[src/rtl/rac_pkg.sv]
//------------------------------------------------------------------------------
// Module   : rac_pkg
// Brief    : Shared widths, CRC polynomial and FSM state type for the
//            register access controller.
// Revision : 1.0 - initial release
//------------------------------------------------------------------------------
`default_nettype none

package rac_pkg;

   localparam int REG_AW    = 7;
   localparam int REG_DW    = 8;
   localparam int REG_CRC_W = 8;

   // CRC-8 x^8+x^2+x+1, zero init, MSB first, no reflection
   localparam logic [REG_CRC_W-1:0] C_CRC_POLY = 8'h07;

   typedef enum logic [2:0] {
      IDLE  = 3'd0,
      WCHK  = 3'd1,
      WR    = 3'd2,
      RD    = 3'd3,
      RWAIT = 3'd4,
      ACK   = 3'd5,
      GAP   = 3'd6
   } rac_state_e;

endpackage

`default_nettype wire

[src/rtl/reg_access_ctrl_if.sv]
//------------------------------------------------------------------------------
// Module   : reg_access_ctrl_if
// Brief    : SPI-side request/acknowledge bundle of the register access
//            controller.
// Revision : 1.0 - initial release
//------------------------------------------------------------------------------
`default_nettype none

interface reg_access_ctrl_if;
   import rac_pkg::*;

   logic                 spi_rac_wr_req;
   logic                 spi_rac_rd_req;
   logic [REG_AW-1:0]    spi_rac_addr;
   logic [REG_DW-1:0]    spi_rac_wdata;
   logic [REG_CRC_W-1:0] spi_rac_wcrc;
   logic                 rac_spi_wack;
   logic                 rac_spi_rack;
   logic [REG_DW-1:0]    rac_spi_data;
   logic [REG_AW-1:0]    rac_spi_addr;

   modport master (
      output spi_rac_wr_req, spi_rac_rd_req, spi_rac_addr, spi_rac_wdata,
             spi_rac_wcrc,
      input  rac_spi_wack, rac_spi_rack, rac_spi_data, rac_spi_addr
   );

   modport slave (
      input  spi_rac_wr_req, spi_rac_rd_req, spi_rac_addr, spi_rac_wdata,
             spi_rac_wcrc,
      output rac_spi_wack, rac_spi_rack, rac_spi_data, rac_spi_addr
   );

endinterface

`default_nettype wire

[src/rtl/crc16to8_parallel.sv]
//------------------------------------------------------------------------------
// Module   : crc16to8_parallel
// Brief    : Combinational CRC-8 over a 16-bit word, unrolled bit-serial LFSR.
// Revision : 1.0 - initial release
//------------------------------------------------------------------------------
`default_nettype none

module crc16to8_parallel
   import rac_pkg::*;
(
   input  wire logic [15:0]          i_data,
   output logic      [REG_CRC_W-1:0] o_crc
);

   logic [REG_CRC_W-1:0] w_acc;
   logic                 w_fb;

   always_comb begin
      w_acc = '0;
      w_fb  = 1'b0;
      for (int i = 15; i >= 0; i--) begin
         w_fb  = w_acc[REG_CRC_W-1] ^ i_data[i];
         w_acc = {w_acc[REG_CRC_W-2:0], 1'b0} ^ (w_fb ? C_CRC_POLY : '0);
      end
   end

   assign o_crc = w_acc;

endmodule

`default_nettype wire

[src/rtl/reg_access_ctrl.sv]
//------------------------------------------------------------------------------
// Module   : reg_access_ctrl
// Brief    : Serialises SPI read/write requests onto the register bank,
//            rejecting writes whose frame CRC does not match.
// Revision : 1.0 - initial release
//------------------------------------------------------------------------------
`default_nettype none

module reg_access_ctrl
   import rac_pkg::*;
(
   input  wire logic              i_clk,
   input  wire logic              i_rst_n,
   reg_access_ctrl_if.slave       spi,
   output logic                   o_reg_wr_en,
   output logic                   o_reg_rd_en,
   output logic [REG_AW-1:0]      o_reg_addr,
   output logic [REG_DW-1:0]      o_reg_wdata,
   input  wire logic [REG_DW-1:0] i_reg_rdata,
   output logic                   o_rac_crc_err
);

   rac_state_e           r_state;
   rac_state_e           w_next;
   logic [REG_AW-1:0]    r_addr;
   logic [REG_DW-1:0]    r_wdata;
   logic [REG_CRC_W-1:0] r_wcrc;
   logic                 r_is_wr;
   logic [REG_DW-1:0]    r_resp_data;
   logic [REG_AW-1:0]    r_resp_addr;
   logic                 r_crc_err;
   logic [REG_CRC_W-1:0] w_crc;
   logic                 w_crc_ok;

   crc16to8_parallel u_crc (
      .i_data ({1'b1, r_addr, r_wdata}),
      .o_crc  (w_crc)
   );

   assign w_crc_ok = (w_crc == r_wcrc);

   always_ff @(posedge i_clk or negedge i_rst_n) begin
      if (!i_rst_n) r_state <= IDLE;
      else          r_state <= w_next;
   end

   // Only IDLE looks at the requests; write wins a simultaneous request.
   always_comb begin
      w_next = r_state;
      case (r_state)
         IDLE: begin
            if (spi.spi_rac_wr_req)      w_next = WCHK;
            else if (spi.spi_rac_rd_req) w_next = RD;
         end
         WCHK:    w_next = w_crc_ok ? WR : ACK;
         WR:      w_next = ACK;
         RD:      w_next = RWAIT;
         RWAIT:   w_next = ACK;
         ACK:     w_next = GAP;
         GAP:     w_next = IDLE;
         default: w_next = IDLE;
      endcase
   end

   always_ff @(posedge i_clk or negedge i_rst_n) begin
      if (!i_rst_n) begin
         r_addr      <= '0;
         r_wdata     <= '0;
         r_wcrc      <= '0;
         r_is_wr     <= 1'b0;
         r_resp_data <= '0;
         r_resp_addr <= '0;
         r_crc_err   <= 1'b0;
      end else begin
         if (r_state == IDLE && spi.spi_rac_wr_req) begin
            r_addr  <= spi.spi_rac_addr;
            r_wdata <= spi.spi_rac_wdata;
            r_wcrc  <= spi.spi_rac_wcrc;
            r_is_wr <= 1'b1;
         end else if (r_state == IDLE && spi.spi_rac_rd_req) begin
            r_addr  <= spi.spi_rac_addr;
            r_is_wr <= 1'b0;
         end
         r_crc_err <= (r_state == WCHK) && !w_crc_ok;
         // Response registers change only on entry to ACK, so they hold
         // steady between acknowledges; RWAIT->ACK is the rdata capture edge.
         if (w_next == ACK) begin
            r_resp_data <= r_is_wr ? r_wdata : i_reg_rdata;
            r_resp_addr <= r_addr;
         end
      end
   end

   assign o_reg_wr_en      = (r_state == WR);
   assign o_reg_rd_en      = (r_state == RD);
   assign o_reg_addr       = r_addr;
   assign o_reg_wdata      = r_wdata;
   assign o_rac_crc_err    = r_crc_err;
   assign spi.rac_spi_wack = (r_state == ACK) &&  r_is_wr;
   assign spi.rac_spi_rack = (r_state == ACK) && !r_is_wr;
   assign spi.rac_spi_data = r_resp_data;
   assign spi.rac_spi_addr = r_resp_addr;

endmodule

`default_nettype wire

[src/flat_wrapper.sv]
// flat-port wrapper written by rule: the top's interface ports become plain ports
module reg_access_ctrl_flat import rac_pkg::*;
  (i_clk, i_rst_n, o_reg_wr_en, o_reg_rd_en, o_reg_addr, o_reg_wdata, i_reg_rdata, o_rac_crc_err, spi_spi_rac_wr_req, spi_spi_rac_rd_req, spi_spi_rac_addr, spi_spi_rac_wdata, spi_spi_rac_wcrc, spi_rac_spi_wack, spi_rac_spi_rack, spi_rac_spi_data, spi_rac_spi_addr);
  reg_access_ctrl_if spi_i ();
  input  wire logic i_clk;
  input  wire logic i_rst_n;
  output logic o_reg_wr_en;
  output logic o_reg_rd_en;
  output logic [REG_AW-1:0] o_reg_addr;
  output logic [REG_DW-1:0] o_reg_wdata;
  input  wire logic [REG_DW-1:0] i_reg_rdata;
  output logic o_rac_crc_err;
  input wire logic [$bits(spi_i.spi_rac_wr_req)-1:0] spi_spi_rac_wr_req;
  input wire logic [$bits(spi_i.spi_rac_rd_req)-1:0] spi_spi_rac_rd_req;
  input wire logic [$bits(spi_i.spi_rac_addr)-1:0] spi_spi_rac_addr;
  input wire logic [$bits(spi_i.spi_rac_wdata)-1:0] spi_spi_rac_wdata;
  input wire logic [$bits(spi_i.spi_rac_wcrc)-1:0] spi_spi_rac_wcrc;
  output wire logic [$bits(spi_i.rac_spi_wack)-1:0] spi_rac_spi_wack;
  output wire logic [$bits(spi_i.rac_spi_rack)-1:0] spi_rac_spi_rack;
  output wire logic [$bits(spi_i.rac_spi_data)-1:0] spi_rac_spi_data;
  output wire logic [$bits(spi_i.rac_spi_addr)-1:0] spi_rac_spi_addr;
  assign spi_i.spi_rac_wr_req = spi_spi_rac_wr_req;
  assign spi_i.spi_rac_rd_req = spi_spi_rac_rd_req;
  assign spi_i.spi_rac_addr = spi_spi_rac_addr;
  assign spi_i.spi_rac_wdata = spi_spi_rac_wdata;
  assign spi_i.spi_rac_wcrc = spi_spi_rac_wcrc;
  assign spi_rac_spi_wack = spi_i.rac_spi_wack;
  assign spi_rac_spi_rack = spi_i.rac_spi_rack;
  assign spi_rac_spi_data = spi_i.rac_spi_data;
  assign spi_rac_spi_addr = spi_i.rac_spi_addr;
  reg_access_ctrl u_core (.i_clk(i_clk), .i_rst_n(i_rst_n), .spi(spi_i), .o_reg_wr_en(o_reg_wr_en), .o_reg_rd_en(o_reg_rd_en), .o_reg_addr(o_reg_addr), .o_reg_wdata(o_reg_wdata), .i_reg_rdata(i_reg_rdata), .o_rac_crc_err(o_rac_crc_err));
endmodule
[config.mk]
export PLATFORM = sky130hd
export DESIGN_NAME = reg_access_ctrl_flat
export DESIGN_NICKNAME = d
export VERILOG_FILES = /design/src/rtl/rac_pkg.sv /design/src/rtl/reg_access_ctrl_if.sv /design/src/rtl/crc16to8_parallel.sv /design/src/rtl/reg_access_ctrl.sv /design/src/flat_wrapper.sv
export SDC_FILE = /design/constraint.sdc
export NUM_CORES = 1
export LEC_CHECK = 0
export CAP_MARGIN = 20
export CORE_ASPECT_RATIO = 0.7
export CORE_MARGIN = 2
export CORE_UTILIZATION = 43
export DETAILED_ROUTE_END_ITERATION = 8
export PLACE_DENSITY = 0.87
export SETUP_SLACK_MARGIN = 0.4
export SYNTH_ARGS = -nofsm -noshare
export SYNTH_HDL_FRONTEND = slang
export SYNTH_SLANG_ARGS = --single-unit
[constraint.sdc]
create_clock -name i_clk -period 2.55 [get_ports i_clk]
set_input_delay 0.255 -clock i_clk [delete_from_list [all_inputs] [get_ports i_clk]]
set_output_delay 0.255 -clock i_clk [all_outputs]
set_load 0.01 [all_outputs]
==> metrics.cfg, run 1 <==
[timing]
setup_viol=0
max_freq_mhz=398
finalCritPeriodShare_pct=98.5
finClkSkew_ps=3.85
slew_headroom_pct=38.1
rsz0062_at_grt=true
fin_crit_ps=2510
hold_violations=0
tightest_slew_ps=929
maxSlewViolCount=0

[synthesis]
synth_xor_area_share_pct=14.0
synth.top_cell.area_share_pct=45.5
synth_area_sq_um=2360
seq_area_frac_synth_pct=45.5
synth.mux.area_fraction_pct=15.2
synth_warnings=0
synth_area_leader_cell=dfrtp_1
synth_top_family_by_area=multiplexers
postSynthRegisterBits=43
synth_cell_types=31
syn-num-nets=243
syn_avg_cell_area_sq_um=11.4
netlist_top_cells_count=dfrtp_1 (43), mux2_2 (24), xnor2_1 (18)
synth_edf_count=0
yosys.cell_count.top_type=dfrtp_1
synthAdderAreaFrac_pct=0
synth_cells=208
yosys.area_share.simple_pct=10.7
netlist_top_cells_area=dfrtp_1 (46%), mux2_2 (11%), xnor2_1 (6.7%)
synth_compound_area_share_pct=11.9
ys.flop_type=dfrtp_1
ys_async_sr_fraction_pct=100

[global_routing]
overflow=0
antenna_found_initial=0
grtUsageTotal_pct=20.8
grt_pass1_vias=1911
grt_max_degree=44
grt_pass1_wl_um=9760

[worst_setup_path]
critical_path_class=register to register
end_kind=register
max_stage_delay_ps=470
crit_fanout=11
path_cells=xnor2_2 > xnor3_1 > or2_2 > mux2_2 > buf_4 > nor3_4 > buf_6 > o21ai_1
start_kind=register
cpMaxStageDelayCell=xnor3_1
regToRegSetupSlack_ps=40
cp_num_buf_inv=2
required_ps=2720
cp.arrival_ps=2690
critPathTopFamily=XOR/XNOR gates

[cts]
h-tree-depth=2
cts_sinks=43
worstSkewPairLatency_ps=290
numCtsBuffers=5
cts_root_buffer=clkbuf_8
cts_hold_buffers=0
cts_tree=built
clk_path_buf_depth=2
cts.clk_slew.worst_paths_ps=80

[die]
start_util_pct=45.0
die_height_um=66.0
coreArea_sq_um=5260
placementRows=22
pin_count=70
die_area_sq_um=6120
die_w_um=92.6

[final_layout]
area_delta_synth_final_pct=47.9
drive_above_1_share_pct=30.6
fin_nets=331
final_core_util_pct=66.5
fin_area_sq_um=3500
fin_cells=369
insertedDiodeCount=0

[routing]
num_vias=1987
vias_per_cell=5.38
finalWirelength_um=6130
post_drt_wl_per_cell_um=16.6
ant_nets=0
drc=0
drt-initial-drc-count=121
firstDrtPassIters=4

[placement]
gp_congestion=0.843
io_buffers=69
place_area_sq_um=3290
placed_cells=359
dp_hpwl_um=4520

[status]
status=completed

[hold_path]
hold_class=input port to async pin

[flow_run]
maxCapViolations=0

## registers in the layout, indices dropped and copies added (netlist names)
signal,count
u_core.r_is_wr,1
u_core.o_reg_wdata,8
u_core.spi.rac_spi_addr,7
u_core.r_state,3
u_core.spi.rac_spi_data,8
u_core.o_rac_crc_err,1
u_core.r_wcrc,8
u_core.o_reg_addr,7
## layer usage
| metal | track usage (%) | vias to the layer above | part of all wire (%) |
|---|---|---|---|
| li1 | - | 932 | - |
| met1 | 28.7 | 982 | 43 |
| met2 | 33.0 | 60 | 49 |
| met3 | 4.79 | 13 | 5.7 |
| met4 | 6.07 | 0 | 2.0 |
| met5 | 0 | - | 0 |
## area by class of cell
| cell class | count | area [sq um] |
|---|---|---|
| Fill cell | 397 | 1760 |
| Multi-Input combinational cell | 149 | 1310 |
| Sequential cell | 43 | 1090 |
| Timing Repair Buffer | 94 | 881 |
| Tap cell | 72 | 90.1 |
| Clock buffer | 6 | 82.6 |
| Clock inverter | 2 | 35.0 |
| Inverter | 3 | 11.3 |
## worst register-to-register path, cell delays in order, from the launching register on
cell and delay (ps):
dfrtp_2 440, xnor2_2 230, xnor3_1 470, or2_2 310, mux2_2 290, buf_4 200, nor3_4 210, buf_6 170
o21ai_1 80
## stage by stage
step	TNS [ps]	worst slack, ps	hold slack (ps)
after detailed placement	-19.0	-14.6	443
after CTS	0	39.9	121
after floorplan	0	60.5	-40.6
after global routing	-122	-23.1	175
after global placement	0	70.9	435
final	0	37.5	97.9
## repair_timing
action | 4_1_cts | 5_1_grt
buffers inserted | 1 | 1
setup endpoints to repair | 19 | 20
pin swaps | 1 | 4
gates resized for setup | 2 | 25
## layout by cell type, fill, tap and decap left out, drive strengths merged, types with 8 or more instances in the layout
master,n
or2,10
nand2,10
buf,26
dfrtp,43
a31oi,8
o21ai,8
o32ai,8
xnor2,18
mux2i,9
mux2,24
clkdlybuf4s50,68
## final timing paths
kind | depth (start not counted) | end | startpoint
setup / recovery | 8 | u_core.spi.rac_spi_addr[4] | u_core.o_reg_addr[5]
hold / removal | 1 | u_core.o_reg_wdata[4] | i_rst_n
setup reg to reg | 8 | u_core.spi.rac_spi_addr[4] | u_core.o_reg_addr[5]
hold reg to reg | 2 | u_core.spi.rac_spi_addr[0] | u_core.spi.rac_spi_addr[0]
max in group asynchronous | 1 | u_core.o_reg_addr[6] | i_rst_n
min in group i_clk | 2 | u_core.spi.rac_spi_addr[0] | u_core.spi.rac_spi_addr[0]
## cells by family after synthesis
group                  Yosys count
XOR/XNOR                        30
AND/OR/NAND/NOR                 47
flip-flops                      43
multiplexers                    33
AO/OA/AOI/OAI                   39
buffers and inverters           16
Power of run 1 is left out: the tool's default activity adds up to more than one toggle a clock period on the data nets, which glitch-free logic cannot reach.
==> inputs of run 2 (changes only) <==
--- a/config.mk
+++ b/config.mk
@@ -10,6 +10,7 @@
 export CORE_MARGIN = 2
 export CORE_UTILIZATION = 43
 export DETAILED_ROUTE_END_ITERATION = 8
+export HOLD_SLACK_MARGIN = 0.05
 export PLACE_DENSITY = 0.87
 export SETUP_SLACK_MARGIN = 0.4
 export SYNTH_ARGS = -nofsm -noshare
==> results of run 2 <==
The final DEF is identical to that of run 1; final timing and power are the same.
Power of run 2 is left out for the same reason.
